## src/rtl/pipe_ctrl_pkg.sv

```systemverilog
// rtl/pipe_ctrl_pkg.sv - shared defaults for the pipeline control slice
package pipe_ctrl_pkg;

  localparam int PIPE_STAGES_DEFAULT = 5;
  localparam int PIPE_DATA_W_DEFAULT = 64;
  localparam int CNT_W_DEFAULT       = 32;

endpackage

```

## src/rtl/pipe_ctrl_if.sv

```systemverilog
// rtl/pipe_ctrl_if.sv - fetch-side and retire-side handshakes of the pipeline
interface pipe_ctrl_if
  import pipe_ctrl_pkg::*;
#(
  parameter int DATA_W = PIPE_DATA_W_DEFAULT
) ();

  // entry side: fetch source offers, stage 0 accepts
  logic              in_valid;
  logic              in_ready;
  logic [DATA_W-1:0] in_data;

  // retire side: oldest stage presents, consumer accepts
  logic              out_valid;
  logic              out_ready;
  logic [DATA_W-1:0] out_data;

  // pipeline controller view
  modport master (
    input  in_valid,
    input  in_data,
    input  out_ready,
    output in_ready,
    output out_valid,
    output out_data
  );

  // surrounding environment view
  modport slave (
    output in_valid,
    output in_data,
    output out_ready,
    input  in_ready,
    input  out_valid,
    input  out_data
  );

endinterface

```

## src/rtl/pipe_stage.sv

```systemverilog
// rtl/pipe_stage.sv - one valid bit plus payload register of the pipeline
module pipe_stage #(
  parameter int DATA_W = 64
) (
  input  logic              clk,
  input  logic              reset,
  input  logic              kill,
  input  logic              allow_in,
  input  logic              in_bit,
  input  logic [DATA_W-1:0] in_data,
  output logic              valid,
  output logic [DATA_W-1:0] data
);

  // reset clears, kill drops the entry but keeps stale payload, otherwise load when open
  always_ff @(posedge clk) begin
    if (reset) begin
      valid <= 1'b0;
      data  <= '0;
    end else if (kill) begin
      valid <= 1'b0;
    end else if (allow_in) begin
      valid <= in_bit;
      if (in_bit) begin
        data <= in_data;
      end
    end
  end

endmodule

```

## src/rtl/pipe_ctrl.sv

```systemverilog
// rtl/pipe_ctrl.sv - in-order pipeline valid/allow_in control with flush and counters
module pipe_ctrl
  import pipe_ctrl_pkg::*;
#(
  parameter int STAGES = PIPE_STAGES_DEFAULT,
  parameter int DATA_W = PIPE_DATA_W_DEFAULT,
  parameter int CNT_W  = CNT_W_DEFAULT
) (
  input  logic                          clk,
  input  logic                          reset,
  pipe_ctrl_if.master                   bus,
  input  logic [STAGES-1:0]             stage_over,
  input  logic [STAGES-1:0]             flush_req,
  output logic [STAGES-1:0]             stage_valid,
  output logic [STAGES-1:0]             stage_allow_in,
  output logic [STAGES*DATA_W-1:0]      stage_data,
  output logic [$clog2(STAGES+1)-1:0]   occupancy,
  output logic [CNT_W-1:0]              retire_cnt,
  output logic [CNT_W-1:0]              stall_cnt,
  output logic [CNT_W-1:0]              flush_cnt
);

  localparam int OCC_W = $clog2(STAGES + 1);

  if (STAGES < 2) begin : g_param_check
    $error("pipe_ctrl: STAGES must be at least 2");
  end

  logic [STAGES-1:0] valid_q;
  logic [DATA_W-1:0] data_q [STAGES];
  logic [STAGES-1:0] allow;
  logic [STAGES-1:0] eff;
  logic [STAGES-1:0] kill;
  logic [STAGES-1:0] in_bit;
  logic [STAGES-1:0] valid_nxt;
  logic              flush_any;
  logic              in_ready_w;
  logic              out_valid_w;
  logic [OCC_W-1:0]  occ_nxt;

  // readiness ripples from the consumer back to stage 0, oldest first
  always_comb begin
    logic down;
    allow = '0;
    down  = bus.out_ready;
    for (int i = STAGES - 1; i >= 0; i--) begin
      allow[i] = ~valid_q[i] | (stage_over[i] & down);
      down     = allow[i];
    end
  end

  // the oldest valid flusher wins; every stage younger than it is killed
  always_comb begin
    logic seen;
    eff  = flush_req & valid_q;
    kill = '0;
    seen = 1'b0;
    for (int i = STAGES - 1; i >= 0; i--) begin
      kill[i] = seen;
      seen    = seen | eff[i];
    end
    flush_any = seen;
  end

  assign in_ready_w  = allow[0] & ~flush_any;
  assign out_valid_w = valid_q[STAGES-1] & stage_over[STAGES-1];

  // what each stage would receive if it opens; a killed predecessor hands over a bubble
  always_comb begin
    in_bit    = '0;
    in_bit[0] = bus.in_valid & in_ready_w;
    for (int i = 1; i < STAGES; i++) begin
      in_bit[i] = valid_q[i-1] & stage_over[i-1] & ~kill[i-1];
    end
  end

  for (genvar g = 0; g < STAGES; g++) begin : g_stage
    logic [DATA_W-1:0] src;

    if (g == 0) begin : g_head
      assign src = bus.in_data;
    end else begin : g_body
      assign src = data_q[g-1];
    end

    pipe_stage #(
      .DATA_W (DATA_W)
    ) u_stage (
      .clk      (clk),
      .reset    (reset),
      .kill     (kill[g]),
      .allow_in (allow[g]),
      .in_bit   (in_bit[g]),
      .in_data  (src),
      .valid    (valid_q[g]),
      .data     (data_q[g])
    );

    assign stage_data[g*DATA_W +: DATA_W] = data_q[g];
  end

  // next-state valid vector, so occupancy can be registered yet track stage_valid exactly
  always_comb begin
    valid_nxt = '0;
    occ_nxt   = '0;
    for (int i = 0; i < STAGES; i++) begin
      if (reset || kill[i]) begin
        valid_nxt[i] = 1'b0;
      end else if (allow[i]) begin
        valid_nxt[i] = in_bit[i];
      end else begin
        valid_nxt[i] = valid_q[i];
      end
      occ_nxt = occ_nxt + OCC_W'(valid_nxt[i]);
    end
  end

  // occupancy register
  always_ff @(posedge clk) begin
    if (reset) begin
      occupancy <= '0;
    end else begin
      occupancy <= occ_nxt;
    end
  end

  // performance counters, free-running and wrapping
  always_ff @(posedge clk) begin
    if (reset) begin
      retire_cnt <= '0;
      stall_cnt  <= '0;
      flush_cnt  <= '0;
    end else begin
      if (out_valid_w && bus.out_ready) begin
        retire_cnt <= retire_cnt + CNT_W'(1);
      end
      if (bus.in_valid && !in_ready_w) begin
        stall_cnt <= stall_cnt + CNT_W'(1);
      end
      if (flush_any) begin
        flush_cnt <= flush_cnt + CNT_W'(1);
      end
    end
  end

  assign bus.in_ready   = in_ready_w;
  assign bus.out_valid  = out_valid_w;
  assign bus.out_data   = data_q[STAGES-1];
  assign stage_valid    = valid_q;
  assign stage_allow_in = allow;

endmodule

```

## src/flat_wrapper.sv

```systemverilog
// flat-port wrapper written by rule: the top's interface ports become plain ports
module pipe_ctrl_flat import pipe_ctrl_pkg::*;
#(
  parameter int STAGES = PIPE_STAGES_DEFAULT,
  parameter int DATA_W = PIPE_DATA_W_DEFAULT,
  parameter int CNT_W  = CNT_W_DEFAULT
)
  (clk, reset, stage_over, flush_req, stage_valid, stage_allow_in, stage_data, occupancy, retire_cnt, stall_cnt, flush_cnt, bus_in_valid, bus_in_data, bus_out_ready, bus_in_ready, bus_out_valid, bus_out_data);
  pipe_ctrl_if #(.DATA_W(DATA_W)) bus_i ();
  input  logic clk;
  input  logic reset;
  input  logic [STAGES-1:0] stage_over;
  input  logic [STAGES-1:0] flush_req;
  output logic [STAGES-1:0] stage_valid;
  output logic [STAGES-1:0] stage_allow_in;
  output logic [STAGES*DATA_W-1:0] stage_data;
  output logic [$clog2(STAGES+1)-1:0] occupancy;
  output logic [CNT_W-1:0] retire_cnt;
  output logic [CNT_W-1:0] stall_cnt;
  output logic [CNT_W-1:0] flush_cnt;
  input wire logic [$bits(bus_i.in_valid)-1:0] bus_in_valid;
  input wire logic [$bits(bus_i.in_data)-1:0] bus_in_data;
  input wire logic [$bits(bus_i.out_ready)-1:0] bus_out_ready;
  output wire logic [$bits(bus_i.in_ready)-1:0] bus_in_ready;
  output wire logic [$bits(bus_i.out_valid)-1:0] bus_out_valid;
  output wire logic [$bits(bus_i.out_data)-1:0] bus_out_data;
  assign bus_i.in_valid = bus_in_valid;
  assign bus_i.in_data = bus_in_data;
  assign bus_i.out_ready = bus_out_ready;
  assign bus_in_ready = bus_i.in_ready;
  assign bus_out_valid = bus_i.out_valid;
  assign bus_out_data = bus_i.out_data;
  pipe_ctrl #(.STAGES(STAGES), .DATA_W(DATA_W), .CNT_W(CNT_W)) u_core (.clk(clk), .reset(reset), .bus(bus_i), .stage_over(stage_over), .flush_req(flush_req), .stage_valid(stage_valid), .stage_allow_in(stage_allow_in), .stage_data(stage_data), .occupancy(occupancy), .retire_cnt(retire_cnt), .stall_cnt(stall_cnt), .flush_cnt(flush_cnt));
endmodule
```

## config.mk

```make
export PLATFORM = sky130hd
export DESIGN_NAME = pipe_ctrl_flat
export DESIGN_NICKNAME = d
export VERILOG_FILES = /design/src/rtl/pipe_ctrl_pkg.sv /design/src/rtl/pipe_ctrl_if.sv /design/src/rtl/pipe_stage.sv /design/src/rtl/pipe_ctrl.sv /design/src/flat_wrapper.sv
export SDC_FILE = /design/constraint.sdc
export NUM_CORES = 1
export LEC_CHECK = 0
export CAP_MARGIN = 30
export CORE_AREA = 2 2 225 227
export CTS_BUF_LIST = sky130_fd_sc_hd__clkbuf_2 sky130_fd_sc_hd__clkbuf_4 sky130_fd_sc_hd__clkbuf_8
export DETAILED_ROUTE_END_ITERATION = 10
export DIE_AREA = 0 0 227 229
export GPL_TIMING_DRIVEN = 0
export PLACE_DENSITY_LB_ADDON = 0.2
export SETUP_SLACK_MARGIN = 0.2
export SLEW_MARGIN = 20
export SYNTH_ARGS = -nofsm -noshare
export SYNTH_HDL_FRONTEND = slang
export SYNTH_SLANG_ARGS = --single-unit
```

## constraint.sdc

```tcl
create_clock -name clk -period 4.4 [get_ports clk]
set_input_delay 0.44 -clock clk [delete_from_list [all_inputs] [get_ports clk]]
set_output_delay 0.44 -clock clk [all_outputs]
set_load 0.05 [all_outputs]
```

After elaboration in Yosys (flattened, before gate mapping)
Cells that the tools add are included.
{ "totals": {"reg_bits": 424, "in_bits": 78, "out_inout_bits": 495, "elab_cells": 83} }
{ "op_classes": {"n_addsub": 7, "n_mux": 10, "n_bitwise": 36, "n_reduce_logical": 16} }
{ "ops": {"columns": ["cell", "n"], "rows": [
  ["32-bit by 1-bit adder with 32-bit output (second input constant)", 3],
  ["1-bit AND", 16],
  ["3-bit AND reduction", 4],
  ["1-bit two-way mux", 10],
  ["1-bit inverter", 10],
  ["3-bit by 1-bit adder with 3-bit output", 3],
  ["1-bit bitwise OR", 9],
  ["2-bit OR reduction", 4],
  ["5-bit AND", 1],
  ["1-bit logical OR", 4],
  ["1-bit by 1-bit adder with 2-bit output", 1],
  ["1-bit logical AND", 2],
  ["2-bit AND reduction", 1],
  ["1-bit logical NOT", 1]
]} }

Logic depth before layout (Yosys ltp)
{ "depth": {"depth_word": 18, "ltp_mapped": 13, "depth_no_buf": 10} }

Hierarchy
A second synthesis with hierarchy kept.
{ "hier_totals": {"hier_cells": 2063, "hier_area_um2": 20169.3} }
{ "modules_own_cells": {"columns": ["module", "n_inst", "cells_per_inst", "area_per_inst_um2", "seq_area_each_um2"], "rows": [
  ["pipe_stage", 5, 281, 2952.8, 1301.2],
  ["pipe_ctrl", 1, 658, 5405.2, 1981.9]
]} }

Least setup slack after synthesis
Ideal clock, no wire load.
{ "synth_timing": {"path_type": "input to register", "start": "input port flush_req[4]", "end": "register u_core.occupancy[1]", "setup_ns": 0.127, "arrival_ns": 3.888, "t_required_ns": 4.273, "path_slack_ns": 0.385, "cell_stages": 12, "n_path_buf": 2, "path_cell_list": "a222oi_1 -> nand3_2 -> a211oi_4 -> buf_4 -> buf_4 -> nand3_1 -> a21oi_1 -> ha_1 -> fa_1 -> ha_1 -> fa_1 -> nor2b_1"} }
{ "synth_between": {"elab_chain_len": 14, "word_cells_on_any_way": 34, "cone_classes": "4 x add/sub; 10 x mux; 16 x bitwise; 4 x reduce/logical"} }
{ "synth_rtl": {"columns": ["element", "line_no", "source"], "rows": [
  ["start, declared", "flat_wrapper.sv:13", "input logic [STAGES-1:0] flush_req;"],
  ["5-bit AND", "pipe_ctrl.sv:55", "eff = flush_req & valid_q;"],
  ["1-bit bitwise OR (4 in a row)", "pipe_ctrl.sv:60", "seen = seen | eff[i];"],
  ["1-bit inverter", "pipe_ctrl.sv:65", "assign in_ready_w = allow[0] & ~flush_any;"],
  ["1-bit AND", "pipe_ctrl.sv:65", null],
  ["via bus_in_ready", "flat_wrapper.sv:24", "output wire logic [$bits(bus_i.in_ready)-1:0] bus_in_ready;"],
  ["1-bit AND", "pipe_ctrl.sv:71", "in_bit[0] = bus.in_valid & in_ready_w;"],
  ["1-bit two-way mux", "pipe_ctrl.sv:109", "end else if (allow[i]) begin"],
  ["1-bit two-way mux", "pipe_ctrl.sv:107", "if (reset || kill[i]) begin"],
  ["1-bit by 1-bit adder with 2-bit output", "pipe_ctrl.sv:114", "occ_nxt = occ_nxt + OCC_W'(valid_nxt[i]);"],
  ["3-bit by 1-bit adder with 3-bit output (3 in a row)", "pipe_ctrl.sv:114", null],
  ["via u_core.occ_nxt[1]", "pipe_ctrl.sv:39", "logic [OCC_W-1:0] occ_nxt;"],
  ["end signal, assigned", "pipe_ctrl.sv:123", "occupancy <= occ_nxt;"],
  ["end, declared", "pipe_ctrl.sv:17", "output logic [$clog2(STAGES+1)-1:0] occupancy,"]
]} }
The timed path passes the listed nets, and every way through them passes these cells.
A chain may end at the register's enable or synchronous reset.

Worst setup path in the final report
{ "layout_timing": {"start": "register u_core.g_stage[4].u_stage.valid", "end": "register u_core.occupancy[1]"} }
{ "layout_between": {"elab_chain_len": 18, "word_cells_on_any_way": 44, "cone_classes": "4 x add/sub; 10 x mux; 26 x bitwise; 4 x reduce/logical"} }
{ "layout_rtl": {"columns": ["element", "line_no", "source"], "rows": [
  ["start, declared", "pipe_stage.sv:11", "output logic valid,"],
  ["start signal, assigned", "pipe_stage.sv:23", "valid <= in_bit;"],
  ["1-bit inverter", "pipe_ctrl.sv:47", "allow[i] = ~valid_q[i] | (stage_over[i] & down);"],
  ["1-bit bitwise OR", "pipe_ctrl.sv:47", null],
  ["1-bit AND", "pipe_ctrl.sv:47", null],
  ["1-bit bitwise OR", "pipe_ctrl.sv:47", null],
  ["1-bit AND", "pipe_ctrl.sv:47", null],
  ["1-bit bitwise OR", "pipe_ctrl.sv:47", null],
  ["1-bit AND", "pipe_ctrl.sv:47", null],
  ["1-bit bitwise OR", "pipe_ctrl.sv:47", null],
  ["[2 not listed]", null, null],
  ["1-bit AND", "pipe_ctrl.sv:65", null],
  ["1-bit AND", "pipe_ctrl.sv:71", null],
  ["1-bit two-way mux", "pipe_ctrl.sv:109", null],
  ["1-bit two-way mux", "pipe_ctrl.sv:107", null],
  ["1-bit by 1-bit adder with 2-bit output", "pipe_ctrl.sv:114", null],
  ["3-bit by 1-bit adder with 3-bit output (2 in a row)", "pipe_ctrl.sv:114", null],
  ["3-bit by 1-bit adder with 3-bit output *", "pipe_ctrl.sv:114", null],
  ["via u_core.occ_nxt[1]", "pipe_ctrl.sv:39", null]
]} }
Mark *: on every way through the listed nets, which the timed path passes. The rest lies on a longest branch.

==> impl_metrics.csv <==
group,metric,value,unit
worst_setup_path,critPathKind,"register to register",
yosys,ys_seq_area_share,48.55,%
yosys,async_flop_share,0,%
die,die_x,227,µm
power_and_ir_drop,powerDensity,342.6,nW/µm²
detailed_routing,drcViolationCount,0,
die,start_util,35.20,%
grt,grt_first_pass_wirelength,97110,µm
grt,first_global_vias,16016,
yosys,yosysWarnings,0,
min_path,hold_class,"input port to register",
yosys,ys_seq_elements,424,
die,io_pins,573,
worst_setup_path,crit_start,"u_core.g_stage[4].u_stage.valid",
cts,cts_buffer_depth,3,
yosys,synth_nets,2089,
timing,rsz0062_at_grt,"no",
worst_setup_path,crit_end,"u_core.occupancy[1]",
yosys,ys.flop_type,"dfxtp_1",
detailed_routing,ant_nets,0,
power_and_ir_drop,power_leakage,8.871,nW
cts,root_buffer,"clkbuf_8",
detailed_routing,drt_iter0_drc,825,
cts,cts_tree,"yes",
timing,hold_viol,0,
finish,area_growth,47.75,%
die,die-area,51980,µm²
yosys,netlist_instances,2004,
place,place_congestion,0.8864,
run,maxCapViolations,0,
worst_setup_path,regToRegSetupSlack,0.44,ns
worst_setup_path,path_max_fanout,10,
timing,fin_skew,0.02009,ns
run_status,status,"complete, no violations",
worst_setup_path,end_kind,"register",
timing,min_period_over_period,89.99,%
finish,multi_input_area,7756,µm²
timing,max_freq,252.6,MHz
timing,max_slew_margin,35.05,%
power_and_ir_drop,vdd_ir_drop_max,0.0002389,V
worst_setup_path,r2r.worst_path.cells,13,
grt,track_usage,24.48,%
cts,numCtsBuffers,75,
yosys,ys_types,43,
finish,mostFrequentLayoutCells,"clkdlybuf4s50_1, dfxtp_1, nand2_1",
finish,seqCellArea,8488,µm²
worst_setup_path,arrival,4.46,ns
grt,globalRouteOverflowTotal,0,
finish,num-fill-cells,4681,
die,die_height,229,µm
timing,final.min_clock_period,3.960,ns
detailed_routing,viasPerCell,4.815,
finish,drive_above_1_share,9.739,%
detailed_routing,drt_wl_total,65840,µm
worst_setup_path,r2r_end,"u_core.occupancy[1]",
place,pre_cts_ws,-0.6067,ns
detailed_routing,drt_pre_antenna_iters,5,
finish,final_common_cell,"clkdlybuf4s50_1",
yosys,synth_edf_count,0,
grt,antenna_found_initial,1,
finish,postLayoutCellArea,25830,µm²
timing,final_max_slew_viol_count,0,
worst_setup_path,r2r-start,"u_core.g_stage[4].u_stage.valid",
timing,tightest_slew,0.9743,ns
cts,clkLatencyLatePin,0.64,ns
grt,grt_max_degree,11,
power_and_ir_drop,fin_total_pwr,8.848,mW
cts,cts_sinks,424,
place,place_hpwl,51000,µm
cts,cts_hold_buffers,0,
worst_setup_path,required,4.90,ns
finish,nets,2746,
place,placed_area,24130,µm²
yosys,synth_area,17480,µm²
timing,setup_ws,0.4404,ns
timing,whs,0.3626,ns
detailed_routing,num_vias,16343,
die,placeableCoreArea,49660,µm²
cts,htreeDepth,3,
timing,setup_violations,0,
cts,cts.reportedPaths.clkPinSlew,0.06,ns
detailed_routing,wl_per_cell,19.40,µm
yosys,avgSynthCellArea,8.723,µm²
worst_setup_path,cp-start-kind,"register",
die,fp-row-count,82,
place,io_buffers,571,
critical path, stage by stage, from the launching register on:
cell	delay, ns
dfxtp_1	0.42
a222oi_1	0.37
buf_4	0.18
nand3_2	0.14
a211oi_4	0.41
buf_4	0.25
buf_4	0.19
nand3_1	0.14
a21oi_1	0.19
ha_1	0.27
fa_1	0.48
ha_1	0.22
fa_1	0.42
nor2b_1	0.13
sequential cells by signal, indices dropped and copies added, names as in the netlist:
signal	count
u_core.flush_cnt	32
u_core.g_stage.u_stage.data	320
u_core.g_stage.u_stage.valid	5
u_core.occupancy	3
u_core.retire_cnt	32
u_core.stall_cnt	32
cells by family (layout without fill, tap and decap cells):
kind of cell / after synthesis / in the layout / synth area share (%)
other cells: 0 / 1 / 0
buf+inv: 221 / 938 / 7.129
fa+ha+maj: 7 / 7 / 0.5869
simple gates: 888 / 888 / 24.58
compound gates: 265 / 265 / 8.081
mux: 142 / 142 / 8.209
xor+xnor: 57 / 57 / 2.856
flops: 424 / 424 / 48.55
metrics by stage:
stage | TNS [ns] | utilization [%] | cells
2_1_floorplan | 0 | - | 2004
3_3_place_gp | -1.156 | 48.41 | 3247
3_5_place_dp | -1.380 | 48.59 | 3253
4_1_cts | 0 | 51.98 | 3392
5_1_grt | 0 | 52.01 | 3394
6_report | 0 | 52.01 | 3394
synth_stat cells (18+ instances only):
cell type	count	area share, %
a21oi_1	230	6.6
buf_4	76	3.3
nor4_1	29	1.0
nor2_1	80	1.7
nor3_1	18	0.52
nand4_1	30	1.1
mux2i_1	131	7.5
dfxtp_1	424	49
nand2_1	419	9.0
nand3_1	42	1.2
clkbuf_1	96	2.1
nand2b_1	197	7.0
xnor2_1	41	2.1
area by class of cell:
| type | count | share of cell area (%) |
|---|---|---|
| clock buffers | 126 | 6.109 |
| clock inverters | 11 | 0.3439 |
| repair buffers | 580 | 22.56 |
| well taps | 672 | 3.255 |
| plain buffers | 204 | 4.578 |
| multi-input cells | 1359 | 30.03 |
| flip-flops and latches | 424 | 32.86 |
| diodes | 1 | 0.009689 |
| inverters | 17 | 0.2471 |
metal layers:
layer	share of wire, %	routed length, µm	track usage, %
met5	0	0	0
met4	2.9	1897	7.761
met3	6.7	4444	6.761
met2	49	32290	42.47
met1	41	27210	29.12
how the worst min path moves through the flow:
stage | from | slack [ns] | to | cells past startpoint
global placement | u_core.g_stage[3].u_stage.data[26] | 0.45 | u_core.g_stage[4].u_stage.data[26] | 2
CTS | bus_in_data[9] | 0.30 | u_core.g_stage[0].u_stage.data[9] | 3
floorplan | u_core.g_stage[0].u_stage.valid | 0.53 | u_core.g_stage[1].u_stage.valid | 2
detailed placement | u_core.g_stage[3].u_stage.data[31] | 0.46 | u_core.g_stage[4].u_stage.data[31] | 2
finish | bus_in_data[10] | 0.36 | u_core.g_stage[0].u_stage.data[10] | 3
global route | bus_in_data[10] | 0.33 | u_core.g_stage[0].u_stage.data[10] | 3
power by group:
part / switching [mW] / internal (mW) / leakage (nW)
logic: 0.568 / 0.336 / 4.56
registers: 0.0488 / 3.91 / 3.43
clock network: 1.67 / 2.32 / 0.888
total: 2.29 / 6.56 / 8.87
timing repair:
item                                    4_1_cts  5_1_grt
resized for setup                             0        0
buffers inserted                              2        0
endpoints found under the setup margin        3        0
No activity file was read; power rests on OpenSTA's default activity.
